`config.mk`:
```
export PLATFORM = sky130hd
export DESIGN_NAME = song_sequencer_ctrl
export DESIGN_NICKNAME = d
export VERILOG_FILES = /design/src/rtl/song_sequencer_ctrl.sv
export SDC_FILE = /design/constraint.sdc
export NUM_CORES = 1
export LEC_CHECK = 0
export CORE_MARGIN = 3
export CORE_UTILIZATION = 43
export CTS_CLUSTER_DIAMETER = 80
export CTS_CLUSTER_SIZE = 20
export DETAILED_ROUTE_END_ITERATION = 10
export GPL_TIMING_DRIVEN = 0
export PLACE_DENSITY = 0.76
export SLEW_MARGIN = 20
export SYNTH_ARGS = -nofsm -noshare
export SYNTH_HDL_FRONTEND = slang
export SYNTH_SLANG_ARGS = --single-unit
```
`constraint.sdc`:
```
create_clock -name main_clk -period 3.8 [get_ports main_clk]
set_input_delay 0.38 -clock main_clk [delete_from_list [all_inputs] [get_ports main_clk]]
set_output_delay 0.38 -clock main_clk [all_outputs]
set_load 0.01 [all_outputs]
```
`src/rtl/song_sequencer_ctrl.sv`:
```
// ---------------------------------------------------------------------------
// song_sequencer_ctrl
//
// Purpose: tracker-style song sequencer. Tempo strobes advance a tick
// counter; every TICKS_PER_ROW strobes a row is fetched from a shared ROM
// (song entry -> per-channel pattern entry -> bar note) and committed to
// the per-channel note/gate outputs.
//
// Ports:
//   main_clk       clock, all logic on the rising edge
//   rst            synchronous active-high reset
//   tick_stb       one-cycle tempo strobe
//   play           1 = run, 0 = pause (gates forced low)
//   song_len[7:0]  number of song entries (0 behaves as 1)
//   rom_req/rom_sel[1:0]/rom_addr[15:0]  ROM read request (sel 0/1/2 = song/pattern/bar)
//   rom_ack/rom_data[7:0]                ROM read completion and data
//   note_data[31:0] per-channel note byte, channel n in [8n+7:8n]
//   gate[3:0]       per-channel gate
//   song_position, bar_position  current song index / row
//   busy            row fetch in progress
//   overrun         sticky: a row boundary arrived while busy
//   done            song finished
//
// Build option: define SONG_SEQ_LOOP_EN to loop the song forever instead of
// stopping with done=1 after the last row.
// ---------------------------------------------------------------------------
module song_sequencer_ctrl #(
    parameter int NUM_CHANNELS  = 4,
    parameter int ROWS_PER_BAR  = 16,
    parameter int TICKS_PER_ROW = 8,
    parameter int GATE_TICKS    = 1
) (
    input  logic        main_clk,
    input  logic        rst,
    input  logic        tick_stb,
    input  logic        play,
    input  logic [7:0]  song_len,
    output logic        rom_req,
    output logic [1:0]  rom_sel,
    output logic [15:0] rom_addr,
    input  logic        rom_ack,
    input  logic [7:0]  rom_data,
    output logic [31:0] note_data,
    output logic [3:0]  gate,
    output logic [7:0]  song_position,
    output logic [7:0]  bar_position,
    output logic        busy,
    output logic        overrun,
    output logic        done
);

    typedef enum logic [2:0] {
        ST_IDLE,
        ST_SONG,
        ST_PAT,
        ST_BAR,
        ST_COMMIT
    } state_e;

    localparam logic [1:0]  SEL_SONG = 2'd0;
    localparam logic [1:0]  SEL_PAT  = 2'd1;
    localparam logic [1:0]  SEL_BAR  = 2'd2;
    localparam logic [1:0]  LAST_CH  = 2'(NUM_CHANNELS - 1);
    localparam logic [7:0]  LAST_ROW = 8'(ROWS_PER_BAR - 1);
    localparam logic [7:0]  LAST_TCK = 8'(TICKS_PER_ROW - 1);
    localparam logic [15:0] ROWS16   = 16'(ROWS_PER_BAR);
    // The row-start strobe already moves tick_cnt to 1, so the gate is held
    // for GATE_TICKS further strobes and drops when tick_cnt reaches this.
    localparam logic [7:0]  GATE_CLR = 8'((GATE_TICKS + 1) % TICKS_PER_ROW);

    state_e      state_q, state_d;
    logic [7:0]  tick_cnt_q, tick_cnt_d;
    logic        rom_req_q, rom_req_d;
    logic [1:0]  rom_sel_q, rom_sel_d;
    logic [15:0] rom_addr_q, rom_addr_d;
    logic [7:0]  pat_q, pat_d;
    logic [7:0]  bar_idx_q, bar_idx_d;
    logic [1:0]  ch_q, ch_d;
    logic [31:0] note_buf_q, note_buf_d;
    logic [31:0] note_q, note_d;
    logic [3:0]  gate_q, gate_d;
    logic [7:0]  song_pos_q, song_pos_d;
    logic [7:0]  bar_pos_q, bar_pos_d;
    logic        overrun_q, overrun_d;
    logic        done_q, done_d;

    logic        tick_run;
    logic        row_start;
    logic        req_done;
    logic [7:0]  song_last;

    always_comb begin
        // NOTE: every variable gets its default first, so no path through the
        // case below can leave a value unassigned and infer a latch.
        state_d    = state_q;
        tick_cnt_d = tick_cnt_q;
        rom_req_d  = rom_req_q;
        rom_sel_d  = rom_sel_q;
        rom_addr_d = rom_addr_q;
        pat_d      = pat_q;
        bar_idx_d  = bar_idx_q;
        ch_d       = ch_q;
        note_buf_d = note_buf_q;
        note_d     = note_q;
        gate_d     = gate_q;
        song_pos_d = song_pos_q;
        bar_pos_d  = bar_pos_q;
        overrun_d  = overrun_q;
        done_d     = done_q;

        tick_run  = tick_stb && play && !done_q;
        row_start = tick_run && (tick_cnt_q == 8'd0);
        // An ack only counts while our request is actually up.
        req_done  = rom_req_q && rom_ack;
        song_last = (song_len == 8'd0) ? 8'd0 : song_len - 8'd1;

        if (tick_run) begin
            tick_cnt_d = (tick_cnt_q == LAST_TCK) ? 8'd0 : tick_cnt_q + 8'd1;
        end
        if (row_start && (state_q != ST_IDLE)) begin
            overrun_d = 1'b1;
        end

        if (tick_run && (tick_cnt_d == GATE_CLR)) begin
            gate_d = '0;
        end
        if (!play || done_q) begin
            gate_d = '0;
        end

        // Each fetch state first raises its request (req low on entry), then
        // waits for the ack, drops the request and moves on.
        case (state_q)
            ST_IDLE: begin
                if (row_start) begin
                    state_d = ST_SONG;
                end
            end
            ST_SONG: begin
                if (!rom_req_q) begin
                    rom_req_d  = 1'b1;
                    rom_sel_d  = SEL_SONG;
                    rom_addr_d = {8'h00, song_pos_q};
                end else if (req_done) begin
                    rom_req_d = 1'b0;
                    pat_d     = rom_data;
                    ch_d      = 2'd0;
                    state_d   = ST_PAT;
                end
            end
            ST_PAT: begin
                if (!rom_req_q) begin
                    rom_req_d  = 1'b1;
                    rom_sel_d  = SEL_PAT;
                    rom_addr_d = {6'd0, pat_q, ch_q};  // pat*4 + ch
                end else if (req_done) begin
                    rom_req_d = 1'b0;
                    bar_idx_d = rom_data;
                    state_d   = ST_BAR;
                end
            end
            ST_BAR: begin
                if (!rom_req_q) begin
                    rom_req_d  = 1'b1;
                    rom_sel_d  = SEL_BAR;
                    rom_addr_d = {8'h00, bar_idx_q} * ROWS16 + {8'h00, bar_pos_q};
                end else if (req_done) begin
                    rom_req_d = 1'b0;
                    note_buf_d[{ch_q, 3'b000} +: 8] = rom_data;
                    if (ch_q == LAST_CH) begin
                        state_d = ST_COMMIT;
                    end else begin
                        ch_d    = ch_q + 2'd1;
                        state_d = ST_PAT;
                    end
                end
            end
            ST_COMMIT: begin
                state_d = ST_IDLE;
                // Empty note (upper nibble 0) leaves the channel untouched.
                for (int n = 0; n < NUM_CHANNELS; n++) begin
                    if (note_buf_q[8*n+4 +: 4] != 4'd0) begin
                        note_d[8*n +: 8] = note_buf_q[8*n +: 8];
                        gate_d[n]        = 1'b1;
                    end
                end
                if (bar_pos_q == LAST_ROW) begin
                    if (song_pos_q >= song_last) begin
`ifdef SONG_SEQ_LOOP_EN
                        bar_pos_d  = 8'd0;
                        song_pos_d = 8'd0;
`else
                        // Positions hold on the last row; done stops the clock.
                        done_d = 1'b1;
`endif
                    end else begin
                        bar_pos_d  = 8'd0;
                        song_pos_d = song_pos_q + 8'd1;
                    end
                end else begin
                    bar_pos_d = bar_pos_q + 8'd1;
                end
            end
            default: state_d = ST_IDLE;
        endcase
    end

    always_ff @(posedge main_clk) begin
        // NOTE: non-blocking assignments only, so every register samples the
        // pre-edge values regardless of statement order.
        if (rst) begin
            state_q    <= ST_IDLE;
            tick_cnt_q <= 8'd0;
            rom_req_q  <= 1'b0;
            rom_sel_q  <= 2'd0;
            rom_addr_q <= 16'd0;
            pat_q      <= 8'd0;
            bar_idx_q  <= 8'd0;
            ch_q       <= 2'd0;
            note_buf_q <= 32'd0;
            note_q     <= 32'd0;
            gate_q     <= 4'd0;
            song_pos_q <= 8'd0;
            bar_pos_q  <= 8'd0;
            overrun_q  <= 1'b0;
            done_q     <= 1'b0;
        end else begin
            state_q    <= state_d;
            tick_cnt_q <= tick_cnt_d;
            rom_req_q  <= rom_req_d;
            rom_sel_q  <= rom_sel_d;
            rom_addr_q <= rom_addr_d;
            pat_q      <= pat_d;
            bar_idx_q  <= bar_idx_d;
            ch_q       <= ch_d;
            note_buf_q <= note_buf_d;
            note_q     <= note_d;
            gate_q     <= gate_d;
            song_pos_q <= song_pos_d;
            bar_pos_q  <= bar_pos_d;
            overrun_q  <= overrun_d;
            done_q     <= done_d;
        end
    end

    assign rom_req       = rom_req_q;
    assign rom_sel       = rom_sel_q;
    assign rom_addr      = rom_addr_q;
    assign note_data     = note_q;
    assign gate          = gate_q;
    assign song_position = song_pos_q;
    assign bar_position  = bar_pos_q;
    assign busy          = (state_q != ST_IDLE);
    assign overrun       = overrun_q;
    assign done          = done_q;

endmodule
```
==> run summary, run 1 <==
WS Path Type = input port to flop
Final setup viols = 0
Min-Delay Path Depth = 3
gr usage total = 22.1%
hold-fix buffers at CTS = 0
vias in the first global route = 5437
Post-DP HPWL = 12100 um
Initial DRT Pass Iterations = 6
Worst path max stage delay = 430 ps
R2R setup slack = 1350 ps
post-synthesis sequential area ratio = 43.2%
startpoint types = input port
Rel. slew slack = 21.6%
FMAX = 300 MHz
DRC viols = 0
worst slew pin tran = 1160 ps
Worst-Skew Late Latency = 420 ps
Gate power share = 4.9%
CTS tree = done
initial antenna violation count = 0
Mapped Area = 6080 um^2
Worst-path clk slew = 60 ps
async set-reset flop share out of synthesis = 0%
most frequent cells in the layout = dfxtp_1, clkdlybuf4s50_1, nor2_1
Peak VDD IR = 272 uV
first-iteration detailed-routing DRC count = 417
HP Class = input port to flop
crit path capture type = flop
Pwr Density = 397 nW/um^2
Slowest-stage cell, CP = clkdlybuf4s50_1
Hold EP = song_position[6]
Hold Startpoint = rst
reg2reg start = state_q[1]
CP Cell Sequence = clkdlybuf4s50_1 > inv_1 > ha_1 > nor2b_1 > nand3b_1 > or3_1 > and2_1 > ha_1 > nor3b_1 > o21a_1 > o21ai_1 > clkbuf_2 > nor2_1 > o31ai_1
count of cell types in the netlist = 53
unrepaired setup endpoints after global routing = no
final hold violation count = 0
Final Worst Setup Slack = 467 ps
H-tree depth reported by CTS = 4
first-pass GRT wire length = 28000 um
worst hold margin = 439 ps
Final period util = 87.7%
Internal = 2410 uW
DIE HEIGHT = 125 um
skew final = 4.92 ps
clock buffer depth = 2
Vias = 5640
synthesis-to-layout area growth = 28.4%
Max-Cap Viols = 0
pre-CTS setup slack = -41.7 ps
port bufs = 90
Die ar. = 15600 um^2
Layout Cells excl Fill = 1019
Slew Viols, Final = 0
via/cell ratio = 5.53
Top-Level Pins = 95
critical path arrival = 3670 ps
core area = 13500 um^2
largest net degree at the start of global routing = 17
Syn Inst Count = 720
initial core utilization = 45.0%
Layout Nets = 876
Reg2Reg Depth = 6
total wire length = 17400 um
Post-synth EDFFs = 0
Synth Area per Inst = 8.44 um^2
row count = 42
Overflow after GRT = 0
Yosys reg bits = 131
WL/cell = 17.1 um
cts bufs inserted = 17
share of cells above drive strength 1 = 5.58%
top_reg_cell synth = dfxtp_1
gpl congestion = 0.877
sw frac = 22.3%
remaining antenna violation count = 0
die width = 125 um
outcome = completed
Setup crit start = song_len[0]
synth warn = 0
clock network power share = 50.4%
leakage = 0.00287 uW
clock root cell = clkbuf_16
R2R Path End = note_data[22]
Inst Count DP = 988
CP dominant cell by count = ha_1
Sw Pwr = 690 uW
Worst EP required = 4140 ps
fin crit period = 3330 ps
commonest non-fill, non-tap cell in the layout = dfxtp_1
sequential power share = 44.7%
Inserted Diodes = 0
CP max FO = 10
clock sink total = 131
## power groups by stage
stage | registers (uW) | clock network, uW | logic (uW)
global route | 1390 | 1630 | 165
global placement | 1420 | 0 | 148
detailed placement | 1420 | 0 | 149
CTS | 1390 | 1570 | 150
finish | 1390 | 1560 | 152
floorplan | 1410 | 0 | 76.9
## timing repair
item,4_1_cts,5_1_grt
endpoints found under the setup margin,0,1
endpoints found under the hold margin,0,0
gates resized for setup,0,2
buffers inserted,0,0
## worst max-delay path: cells and delay by family
family	cells	cell delay (ps)
AND/OR/NAND/NOR	6	1220
buffers and inverters	3	820
AO/OA/AOI/OAI	3	820
adder cells (fa/ha/maj)	2	420
## cell type report
| type | count | area [um^2] |
|---|---|---|
| Clock inverter | 9 | 108 |
| Fill cell | 1187 | 5700 |
| Clock buffer | 22 | 454 |
| Tap cell | 176 | 220 |
| Multi-Input combinational cell | 540 | 3280 |
| Timing Repair Buffer | 90 | 901 |
| Sequential cell | 131 | 2620 |
| Inverter | 9 | 33.8 |
| Buffer | 42 | 188 |
## synthesized netlist by cell type (all sizes together) (5+ instances only)
cell | count | area, um^2
dfxtp | 131 | 2620
nor2 | 86 | 323
nand2 | 83 | 312
a21oi | 79 | 395
nand3 | 52 | 260
clkbuf | 34 | 128
mux2i | 34 | 340
o21ai | 24 | 120
ha | 23 | 288
nor3 | 21 | 110
nor2b | 13 | 81.3
a211oi | 11 | 82.6
a22oi | 10 | 75.1
inv | 9 | 33.8
xnor2 | 9 | 78.8
xor2 | 9 | 78.8
buf | 8 | 58.8
nor3b | 8 | 71.3
nand3b | 7 | 52.6
a31oi | 6 | 37.5
and2 | 6 | 37.5
nand2b | 6 | 37.5
o31ai | 6 | 45.0
mux2 | 5 | 56.3
nand4 | 5 | 37.5
o41ai | 5 | 73.8
## stage by stage
stage                     area [um^2]  total power [uW]  utilization [%]  TNS (ps)
final                            7800              3100             57.8         0
after global routing             7800              3180             57.8         0
after CTS                        7770              3110             57.5         0
after detailed placement         7210              1560             53.4     -41.7
after global placement           7210              1560             53.4     -24.2
after floorplan                  6080              1490                -         0
## metal layers
| metal | vias up | track usage (%) | share of wire (%) |
|---|---|---|---|
| met2 | 216 | 35.8 | 48 |
| met3 | 33 | 5.53 | 6.5 |
| met1 | 2639 | 29.0 | 44 |
| met5 | - | 0 | 0 |
| li1 | 2752 | - | - |
| met4 | 0 | 6.82 | 2.2 |
## worst max-delay path by stage
stage / endpoint / slack [ps] / cells after the start
after floorplan: bar_position[3] / 870 / 13
after global placement: bar_position[3] / -20 / 14
after detailed placement: bar_position[3] / -40 / 14
after CTS: bar_position[3] / 370 / 14
after global routing: bar_position[3] / 120 / 14
final: bar_position[3] / 470 / 14
## registers in the layout, summed over array words and instances (netlist names), 3 cells and up
| name | cells |
|---|---|
| note_data | 32 |
| tick_cnt_q | 8 |
| rom_addr | 13 |
| bar_position | 8 |
| note_buf_q | 32 |
| bar_idx_q | 8 |
| state_q | 3 |
| gate | 4 |
| pat_q | 8 |
| song_position | 8 |
## cell families after synthesis
family                   share of synthesized area (%)
other                                           0.0617
flip-flops                                        43.2
multiplexers                                      6.53
adder cells (fa/ha/maj)                           5.06
XOR/XNOR                                          2.59
AO/OA/AOI/OAI                                     15.6
AND/OR/NAND/NOR                                   23.4
buffers and inverters                             3.62
No activity file was read; power rests on OpenSTA's default activity.
==> run 2, diff against run 1 <==
Settings changed: PLACE_DENSITY 0.76 to 0.69, REMOVE_ABC_BUFFERS set to 1.
==> run 2 against run 1 <==
  * Cell count down 3.6%
  * Clock power up 20%
  * Largest power group unchanged
  * Wire length down 11%
  * Critical path type unchanged
  * Largest cell class unchanged
==> run summary, run 2 (synthesis gave the netlist of run 1 again) <==
outcome = completed
HP Class = input port to flop
Die ar. = 15600 um^2
Overflow after GRT = 0
final hold violation count = 0
sw frac = 21.3%
remaining antenna violation count = 0
synthesis-to-layout area growth = 27.8%
Worst-path clk slew = 60 ps
crit path capture type = flop
setup repair bufs after CTS = 0
WS Path Type = input port to flop
Rel. slew slack = 28.3%
worst slew pin tran = 1060 ps
commonest non-fill, non-tap cell in the layout = dfxtp_1
R2R setup slack = 1280 ps
Final Cell Area = 7770 um^2
Internal = 2670 uW
Peak VDD IR = 265 uV
core area = 13500 um^2
initial antenna violation count = 0
Worst-Skew Late Latency = 420 ps
most frequent cells in the layout = dfxtp_1, clkdlybuf4s50_1, nor2_1
setup total negative slack = 0 ps
share of cells above drive strength 1 = 6.20%
clock buffer depth = 2
FMAX = 303 MHz
Gate power share = 3.8%
initial core utilization = 45.0%
WL/cell = 15.8 um
leakage = 0.00287 uW
critical path arrival = 3630 ps
CP max FO = 16
fin crit period = 3300 ps
Top-Level Pins = 95
Final period util = 86.8%
startpoint types = input port
placed standard-cell area = 7070 um^2
clock sink total = 131
largest net degree at the start of global routing = 83
DIE HEIGHT = 125 um
H-tree depth reported by CTS = 4
cts bufs inserted = 17
DRC viols = 0
Max-Cap Viols = 0
Inserted Diodes = 0
clock network power share = 55.1%
Worst EP required = 4130 ps
gr usage total = 19.7%
vias in the first global route = 5262
Vias = 5336
skew final = 8.45 ps
Sw Pwr = 722 uW
Post-DP HPWL = 10800 um
Final setup viols = 0
Layout Nets = 838
sequential power share = 41.1%
row count = 42
port bufs = 91
first-iteration detailed-routing DRC count = 332
clock root cell = clkbuf_16
unrepaired setup endpoints after global routing = no
Slew Viols, Final = 0
CTS tree = done
first-pass GRT wire length = 25600 um
total wire length = 15500 um
via/cell ratio = 5.43
gpl congestion = 0.864
Pwr Density = 437 nW/um^2
die width = 125 um
Initial DRT Pass Iterations = 5
==> run 2: changes by cell type in the layout (fill, tap and decap cells not counted), moves of 2 or more <==
cell and change:
buf_4 -3, o41ai_2 +3, o41ai_4 -3, inv_6 +3, clkinv_4 +4, clkinvlp_4 -4, clkbuf_1 -37, buf_2 -2
o21ai_2 +2, bufinv_16 +4
==> run 2: metrics by stage <==
step / util (%) / hold slack (ps) / power (uW) / instances / setup slack (ps)
2_1_floorplan: - / 425 / 1470 / 680 / 789
3_3_place_gp: 52.0 / 447 / 1540 / 947 / -1690
3_5_place_dp: 52.4 / 449 / 1550 / 949 / -232
4_1_cts: 57.4 / 356 / 3410 / 981 / 189
5_1_grt: 57.5 / 382 / 3480 / 982 / 214
6_report: 57.5 / 360 / 3390 / 982 / 501
==> run 2: path summary, 6_finish.rpt <==
path	start	to	cells after the start
hold / removal	rst	note_data[15]	2
hold reg to reg	rom_addr[12]	rom_addr[12]	2
setup reg to reg	state_q[0]	song_position[3]	5
setup / recovery	song_len[0]	bar_position[3]	13
==> run 2: repair_timing <==
action / in CTS / in global routing
hold buffers: 0 / 0
gates resized for setup: 0 / 1
endpoints found under the hold margin: 0 / 0
endpoints found under the setup margin: 0 / 9
==> run 2: worst max-delay path: stages <==
cell             delay (ps)
clkdlybuf4s50_1         420
inv_1                    70
ha_1                    160
nor2b_1                 280
nand3b_1                170
or3_1                   420
and2_1                  200
ha_1                    260
nor3b_1                  40
o21a_1                  200
o21ai_2                 540
nor2_1                  200
o31ai_1                 280
==> run 2: layer usage <==
layer  GRT usage [%]  vias to the layer above  routed length, um  share of wire, %
li1                -                     2673                  -                 -
met1            24.3                     2493               6960                45
met2            33.4                      151               7450                48
met3            5.57                       19                889               5.7
met4            6.31                        0                214               1.4
met5               0                        -                  0                 0
==> run 2: cell type report <==
cell class              instances  area (um^2)
fillers                      1181         5740
multi-input cells             540         3250
flip-flops and latches        131         2620
repair buffers                 94          962
clock buffers                  17          425
clock inverters                15          254
well taps                     176          220
inverters                       9         33.8
==> run 2: power groups by stage <==
stage          sequential (uW)  combinational (uW)  clock [uW]
5_1_grt                   1390                 140        1950
6_report                  1390                 129        1870
4_1_cts                   1390                 128        1890
2_1_floorplan             1420                46.4           0
3_5_place_dp              1420                 128           0
3_3_place_gp              1420                 120           0
